File: config.mk
export PLATFORM = sky130hd
export DESIGN_NAME = qk_score_engine
export DESIGN_NICKNAME = d
export VERILOG_FILES = /design/src/rtl/qk_pkg.sv /design/src/rtl/qk_mac_lanes.sv /design/src/rtl/qk_score_engine.sv
export SDC_FILE = /design/constraint.sdc
export NUM_CORES = 1
export LEC_CHECK = 0
export CORE_ASPECT_RATIO = 0.8
export CORE_MARGIN = 2
export CORE_UTILIZATION = 55
export CTS_CLUSTER_DIAMETER = 120
export DETAILED_ROUTE_END_ITERATION = 10
export PLACE_DENSITY = 0.8
export SYNTH_ARGS = -nofsm -noshare
export SYNTH_HDL_FRONTEND = slang
export SYNTH_HIERARCHICAL = 1
export SYNTH_SLANG_ARGS = --single-unit
File: constraint.sdc
create_clock -name clk -period 7.42 [get_ports clk]
set_input_delay 1.484 -clock clk [delete_from_list [all_inputs] [get_ports clk]]
set_output_delay 1.484 -clock clk [all_outputs]
set_load 0.005 [all_outputs]
File: src/rtl/qk_pkg.sv
// Shared state encoding and width helper for the streaming QK score engine.
package qk_pkg;

   typedef enum logic [2:0] {
      IDLE     = 3'd0,
      WAIT_ROW = 3'd1,
      MAC      = 3'd2,
      EMIT     = 3'd3,
      DONE     = 3'd4
   } qk_state_e;

   // Full-precision width: one DW x DW product plus one carry bit per doubling of terms.
   function automatic int acc_width(input int dw, input int head_dim);
      return 2 * dw + $clog2(head_dim);
   endfunction

endpackage

File: src/rtl/qk_mac_lanes.sv
// Combinational LANES-wide signed multiply and reduction, sign-extended to ACC_W.
module qk_mac_lanes
   import qk_pkg::*;
#(
   parameter int DW    = 4,
   parameter int LANES = 1,
   parameter int ACC_W = 10
)(
   input  logic [LANES*DW-1:0]     q_i,
   input  logic [LANES*DW-1:0]     k_i,
   output logic signed [ACC_W-1:0] psum_o
);

   logic signed [DW-1:0]   q_e;
   logic signed [DW-1:0]   k_e;
   logic signed [2*DW-1:0] prod;

   // NOTE: every variable assigned in this block gets a default first, so no path leaves a latch.
   always_comb begin
      psum_o = '0;
      q_e    = '0;
      k_e    = '0;
      prod   = '0;
      for (int l = 0; l < LANES; l++) begin
         q_e    = q_i[l*DW +: DW];
         k_e    = k_i[l*DW +: DW];
         prod   = (2*DW)'(q_e) * (2*DW)'(k_e);
         psum_o = psum_o + ACC_W'(prod);
      end
   end

endmodule

File: src/rtl/qk_score_engine.sv
// Streaming QK dot-product engine: latch one query, score SEQ_LEN key rows.
// Optional `define QK_SCALE_SHIFT_EN adds SCALE_SHIFT round-half-up scaling of each score.
module qk_score_engine
   import qk_pkg::*;
#(
   parameter int HEAD_DIM = 4,
   parameter int SEQ_LEN  = 3,
   parameter int DW       = 4,
   parameter int LANES    = 1,
`ifdef QK_SCALE_SHIFT_EN
   parameter int SCALE_SHIFT = 1,
`endif
   localparam int ACC_W = acc_width(DW, HEAD_DIM),
   localparam int IDX_W = $clog2(SEQ_LEN) + 1
)(
   input  logic                   clk,
   input  logic                   rst_n,
   input  logic                   start,
   input  logic [HEAD_DIM*DW-1:0] q_vec,
   input  logic                   k_valid,
   output logic                   k_ready,
   input  logic [HEAD_DIM*DW-1:0] k_row,
   output logic                   s_valid,
   input  logic                   s_ready,
   output logic [ACC_W-1:0]       score,
   output logic [IDX_W-1:0]       s_idx,
   output logic                   busy,
   output logic                   done
);

   localparam int BEATS  = HEAD_DIM / LANES;
   localparam int BEAT_W = (BEATS > 1) ? $clog2(BEATS) : 1;
   localparam int GW     = LANES * DW;

   if ((HEAD_DIM % LANES) != 0) begin : g_bad_lanes
      $error("qk_score_engine: HEAD_DIM must be a multiple of LANES");
   end
   if (SEQ_LEN < 1) begin : g_bad_seq
      $error("qk_score_engine: SEQ_LEN must be at least 1");
   end

   qk_state_e               state_q, state_d;
   logic                    armed_q;
   logic [HEAD_DIM*DW-1:0]  q_q, q_d;
   logic [HEAD_DIM*DW-1:0]  k_q, k_d;
   logic signed [ACC_W-1:0] acc_q, acc_d;
   logic [BEAT_W-1:0]       beat_q, beat_d;
   logic [IDX_W-1:0]        row_q, row_d;
   logic signed [ACC_W-1:0] score_q, score_d;
   logic [IDX_W-1:0]        sidx_q, sidx_d;

   logic [GW-1:0]           q_lanes;
   logic [GW-1:0]           k_lanes;
   logic signed [ACC_W-1:0] psum;
   logic signed [ACC_W-1:0] acc_sum;
   logic signed [ACC_W-1:0] acc_final;

   assign q_lanes = q_q[beat_q*GW +: GW];
   assign k_lanes = k_q[beat_q*GW +: GW];

   qk_mac_lanes #(
      .DW    (DW),
      .LANES (LANES),
      .ACC_W (ACC_W)
   ) u_mac_lanes (
      .q_i    (q_lanes),
      .k_i    (k_lanes),
      .psum_o (psum)
   );

   assign acc_sum = acc_q + psum;

`ifdef QK_SCALE_SHIFT_EN
   localparam logic signed [ACC_W-1:0] ROUND_ADD = ACC_W'(1 << (SCALE_SHIFT - 1));
   assign acc_final = (acc_sum + ROUND_ADD) >>> SCALE_SHIFT;
`else
   assign acc_final = acc_sum;
`endif

   always_comb begin
      state_d = state_q;
      q_d     = q_q;
      k_d     = k_q;
      acc_d   = acc_q;
      beat_d  = beat_q;
      row_d   = row_q;
      score_d = score_q;
      sidx_d  = sidx_q;
      unique case (state_q)
         IDLE: begin
            if (start && armed_q) begin
               q_d     = q_vec;
               row_d   = '0;
               state_d = WAIT_ROW;
            end
         end
         WAIT_ROW: begin
            if (k_valid) begin
               k_d     = k_row;
               acc_d   = '0;
               beat_d  = '0;
               state_d = MAC;
            end
         end
         MAC: begin
            acc_d = acc_sum;
            if (beat_q == BEAT_W'(BEATS - 1)) begin
               score_d = acc_final;
               sidx_d  = row_q;
               state_d = EMIT;
            end else begin
               beat_d = beat_q + 1'b1;
            end
         end
         EMIT: begin
            if (s_ready) begin
               if (row_q == IDX_W'(SEQ_LEN - 1)) begin
                  state_d = DONE;
               end else begin
                  row_d   = row_q + 1'b1;
                  state_d = WAIT_ROW;
               end
            end
         end
         DONE:    state_d = IDLE;
         default: state_d = IDLE;
      endcase
   end

   // NOTE: sequential state uses non-blocking assignments so every register samples pre-edge values.
   always_ff @(posedge clk or negedge rst_n) begin
      if (!rst_n) begin
         state_q <= IDLE;
         armed_q <= 1'b0;
         q_q     <= '0;
         k_q     <= '0;
         acc_q   <= '0;
         beat_q  <= '0;
         row_q   <= '0;
         score_q <= '0;
         sidx_q  <= '0;
      end else begin
         state_q <= state_d;
         // Keeps a start coincident with reset release from being taken.
         armed_q <= 1'b1;
         q_q     <= q_d;
         k_q     <= k_d;
         acc_q   <= acc_d;
         beat_q  <= beat_d;
         row_q   <= row_d;
         score_q <= score_d;
         sidx_q  <= sidx_d;
      end
   end

   assign k_ready = (state_q == WAIT_ROW);
   assign s_valid = (state_q == EMIT);
   assign busy    = (state_q != IDLE);
   assign done    = (state_q == DONE);
   assign score   = score_q;
   assign s_idx   = sidx_q;

endmodule

== Word-level counts from Yosys, hierarchy flattened ==
Index checks and enable logic that the tools add are counted.
Storage, ports and cells
  bits of input ports: 37
  word-level logic and storage cells: 54
  output and inout port bits: 17
  register bits after elaboration: 64
Cells by class
  $mul: 1
  multiplexer cells: 15
  $add $sub $neg: 3
  shift-type cells: 2
  equality and inequality tests: 12
  reductions and logical operators: 12
Operator list (number)
  $shiftx 16x5->4: 2
  $mux 3: 8
  $pmux 10 s2: 1
  $pmux 3 s4: 1
  $add 10x8->10: 1
  $mux 10: 1
  $ne 2x2->1 const B: 5
  $eq 3x2->1 const B: 3
  $mul 4x4->8: 1
  $reduce_and 2->1: 4
  $reduce_and 4->1: 2
  $pmux 3 s2: 1
  $mux 2: 2
  $pmux 2 s2: 1
  $reduce_bool 2->1: 2
  $add 3x1->3 const B: 1
  $eq 3x1->1 const B: 1
  $eq 3x3->1 const B: 1
  $logic_not 3->1: 1
  $reduce_and 3->1: 1
  $reduce_bool 3->1: 1
  $add 2x1->2 const B: 1
  $eq 2x2->1 const B: 1
  $ne 2x1->1 const B: 1
  $logic_and 1x1->1: 1

== Logic depth before layout (Yosys ltp) ==
  depth after elaboration: 4
  depth in mapped cells: 21
  gate-level depth less buffers: 19

== Hierarchy ==
Netlist, hierarchy kept.
By module, submodules not included
  qk_score_engine: cells each 269, area an instance 3195.6 um^2, seq. area each 1601.5 um^2, instances 1
  qk_mac_lanes: cells each 61, area an instance 580.6 um^2, seq. area each 0.0 um^2, instances 1

== Least setup slack after synthesis ==
Ideal clock, no wire load.
  path kind: register to register
  start point: register beat_q[0]
  end point: register score_q[9] (netlist: score[9])
  slack: 1853 ps
  clock period less this slack: 5567 ps
  arrival: 5442 ps
  stages on the path, launching flop included: 20
  setup time: 125 ps
  required time: 7295 ps
  path buffers: 2
  path through: dfrtp_1 buf_2 mux4_2 nand2b_1 fa_1 fa_1 fa_1 inv_1 ha_1 fa_1 a21o_1 a21oi_1 xnor2_1 buf_4 ha_1 and2_1 a221o_1 a21oi_2 xnor3_1 mux2_2
On the way
  cells in the longest elaborated chain, start to end: 3
  elaborated cells on any way between the ends: 6
  those cells by class: add/sub (1); mul (1); eq/ne (1); shift (2); reduce/logical (1)
RTL lines
  start: declaration: RTL line qk_score_engine.sv:47  | logic [BEAT_W-1:0] beat_q, beat_d;
  start signal: assignment: RTL line qk_score_engine.sv:149  | beat_q <= beat_d;
  $shiftx 16x5->4: RTL line qk_score_engine.sv:58  | assign q_lanes = q_q[beat_q*GW +: GW];
  via q_lanes[0]: RTL line qk_score_engine.sv:52  | logic [GW-1:0] q_lanes;
  $mul 4x4->8: RTL line qk_mac_lanes.sv:27  | prod = (2*DW)'(q_e) * (2*DW)'(k_e);
  via psum[7]: RTL line qk_score_engine.sv:54  | logic signed [ACC_W-1:0] psum;
  $add 10x8->10: RTL line qk_score_engine.sv:71  | assign acc_sum = acc_q + psum;
  end signal: assignment: RTL line qk_score_engine.sv:151  | score_q <= score_d;
  end: declaration: RTL line qk_score_engine.sv:49  | logic signed [ACC_W-1:0] score_q, score_d;
The timed path passes the listed nets, and every way through them passes these cells.
A chain may end at the register's enable or synchronous reset.

== Worst setup path after layout ==
Ends and elaborated chain as after synthesis.

==> impl_metrics.tcl <==
set metrics [dict create \
    status "finished, final reports clean" \
    place_area_sq_mm 0.00434 \
    max_freq_mhz 166 \
    cp.arrival_ns 6.24 \
    dp_hpwl_um 5360 \
    synth_largest_area_cell "dfrtp_1" \
    synth-xor-area-share 0.0394 \
    core.rowCount 26 \
    final_area_sq_mm 0.00457 \
    hold_viol_final 0 \
    port_buffers 53 \
    fin_crit_ns 6.01 \
    critPathCaptureType "register" \
    grt_use_met3 0.0695 \
    io_pins 54 \
    slew-limit-headroom 0.463 \
    cts_setup_buffers 0 \
    synth_area_sq_mm 0.00378 \
    grt.total_usage 0.208 \
    finalSetupTns_ns 0 \
    grt_pass1_vias 2629 \
    antenna_cells 0 \
    rsz0062_at_grt "no" \
    die_h_um 78.1 \
    critical_path.slowest_cell "dfrtp_1" \
    drc 0 \
    wirelength_um 7350 \
    grt_pass1_wl_um 12500 \
    path_cells "mux4_2 -> nand2b_1 -> fa_1 -> fa_1 -> fa_1 -> inv_1 -> ha_1 -> fa_1 -> a21o_1 -> a21oi_1 -> xnor2_1 -> ha_1 -> and2_1 -> a221o_1 -> a21oi_2 -> xnor3_1 -> mux2_2" \
    setup_viol 0 \
    drive_gt1_frac 0.177 \
    critPathRequiredTime_ns 7.65 \
    period_share 0.810 \
    crit_top_cell "fa_1" \
    synthMuxAreaShare 0.158 \
    grt_busiest_layer "met2" \
    synth_compound_area_frac 0.0981 \
    met2_usage 0.303 \
    hold_path.class "reg2reg" \
    overflow 0 \
    synth.distinct_cells 52 \
    slowest_delay_ns 0.69 \
    gr-usage-met1 0.302 \
    synth_ff_type "dfrtp_1" \
    start_util 0.580 \
    gp_congestion 0.795 \
    instances_no_fill 469 \
    yosysTopAreaCellShare 0.424 \
    ys_async_sr_fraction 1.00 \
    start_kind "register" \
    crit_type "reg2reg" \
    routed_via_density 5.71 \
    synth_area_per_cell_sq_um 11.4 \
    ant_nets 0 \
    synth.area.top_cells "dfrtp_1 42%, mux2_2 11%, ha_1 8.0%" \
    clk-insertion-delay-late_ns 0.35 \
    antenna_found_initial 0 \
    htreeDepth 3 \
    cts_buffer_depth 2 \
    nets 451 \
    fin_worst_skew_ns 0.0130 \
    die_area_sq_mm 0.00755 \
    maxCapViolCount 0 \
    first_pass_iters 4 \
    syn_nets 401 \
    synth_top_family_by_area "multiplexers" \
    cts.sinks 64 \
    synthAdderAreaFrac 0.133 \
    cts_resized 0 \
    synth_edf_count 0 \
    dp.cells 453 \
    numCtsBuffers 9 \
    yosysSeqAreaShare 0.424 \
    area_growth_pct 21.1 \
    drt_iter0_markers 167 \
    coreArea_sq_mm 0.00651 \
    die_w_um 96.6 \
    cts_tree "yes" \
    ctsHoldBuffers 0 \
    grt_max_degree 65 \
    synth_cells 330 \
    clkTransAtPathRegs_ns 0.07 \
    slew_violations 0 \
    synth_warnings 6 \
    tightest_slew_ns 0.806 \
    cts_root_buffer "clkbuf_8" \
    vias 2676 \
    drt-wirelength-per-cell_um 15.7 \
    path_max_fanout 10 \
    synth-simple-area-share 0.106 \
    ys_ff_latch 64 \
]
-- stage by stage --
step | setup slack (ns) | hold WS (ns) | util
finish | 1.41 | 0.478 | 0.703
detailed placement | 1.39 | 0.470 | 0.668
floorplan | 1.85 | 0.456 | -
CTS | 1.36 | 0.486 | 0.703
global placement | 1.54 | 0.460 | 0.668
global route | 1.02 | 0.509 | 0.703
-- cell type report --
cell class	instances	area [sq um]
Timing Repair Buffer	55	541
Clock inverter	6	92.6
Multi-Input combinational cell	230	2020
Tap cell	84	105
Clock buffer	10	138
Sequential cell	64	1600
Fill cell	487	1930
Inverter	20	75.1
-- worst max-delay path, delay by kind of cell, from the launching register on --
family / cells / cell delay (ns)
simple gates: 2 / 0.37
mux: 2 / 0.86
xor+xnor: 2 / 0.52
flops: 1 / 0.69
buf+inv: 1 / 0.04
compound gates: 4 / 0.86
fa+ha+maj: 6 / 2.55
-- final timing paths --
kind / startpoint / end / slack (ns) / depth (start not counted)
hold reg to reg: score[6]$_DFFE_PN0P_ / score[6]$_DFFE_PN0P_ / 0.48 / 2
hold / removal: score[6]$_DFFE_PN0P_ / score[6]$_DFFE_PN0P_ / 0.48 / 2
max in group asynchronous: rst_n / q_q[15]$_DFFE_PN0P_ / 5.58 / 2
setup / recovery: beat_q[0]$_DFFE_PN0P_ / score[9]$_DFFE_PN0P_ / 1.41 / 17
setup reg to reg: beat_q[0]$_DFFE_PN0P_ / score[9]$_DFFE_PN0P_ / 1.41 / 17
min in group asynchronous: rst_n / row_q[0]$_DFFE_PN0P_ / 1.30 / 2
-- synth_stat cells (6+ instances only) --
library cell and count:
o22ai_1 6, nor2_1 13, and2_1 10, nand2b_1 6
ha_1 24, fa_1 10, buf_2 9, mux2_2 37
inv_1 20, nand2_1 30, o21ai_0 18, mux4_2 8
dfrtp_1 64, a21oi_1 8
-- cell usage in the layout (no fill, tap or decap), types with 3 or more instances in the layout --
cell,count
a21o_1,5
clkbuf_8,10
ha_1,24
xor2_1,5
nor2_1,13
inv_1,20
mux4_2,8
clkdlybuf4s50_1,52
dfrtp_1,64
o21ai_0,18
fa_1,10
nand2_1,30
o22ai_1,6
nor3b_1,3
mux2_2,37
a21oi_1,8
nand2b_1,6
and2_1,10
xnor2_1,5
-- routing by layer --
| metal | vias up | wire length (um) |
|---|---|---|
| met4 | 0 | 76 |
| met5 | - | 0 |
| met1 | 1325 | 3400 |
| met3 | 9 | 422 |
| li1 | 1265 | - |
| met2 | 77 | 3440 |
-- cell families after synthesis --
logic type / Yosys count
mux: 45
fa+ha+maj: 34
compound gates: 57
flops: 64
other cells: 1
xor+xnor: 13
simple gates: 80
buf+inv: 36
-- sequential cells by signal (all words and copies together) (netlist names) --
register / cells
score: 10
q_q: 16
state_q: 3
row_q: 3
beat_q: 2
k_q: 16
acc_q: 10
armed_q: 1
s_idx: 3
Power is left out: the tool's default activity adds up to more than one toggle a clock period on the data nets, which glitch-free logic cannot reach.
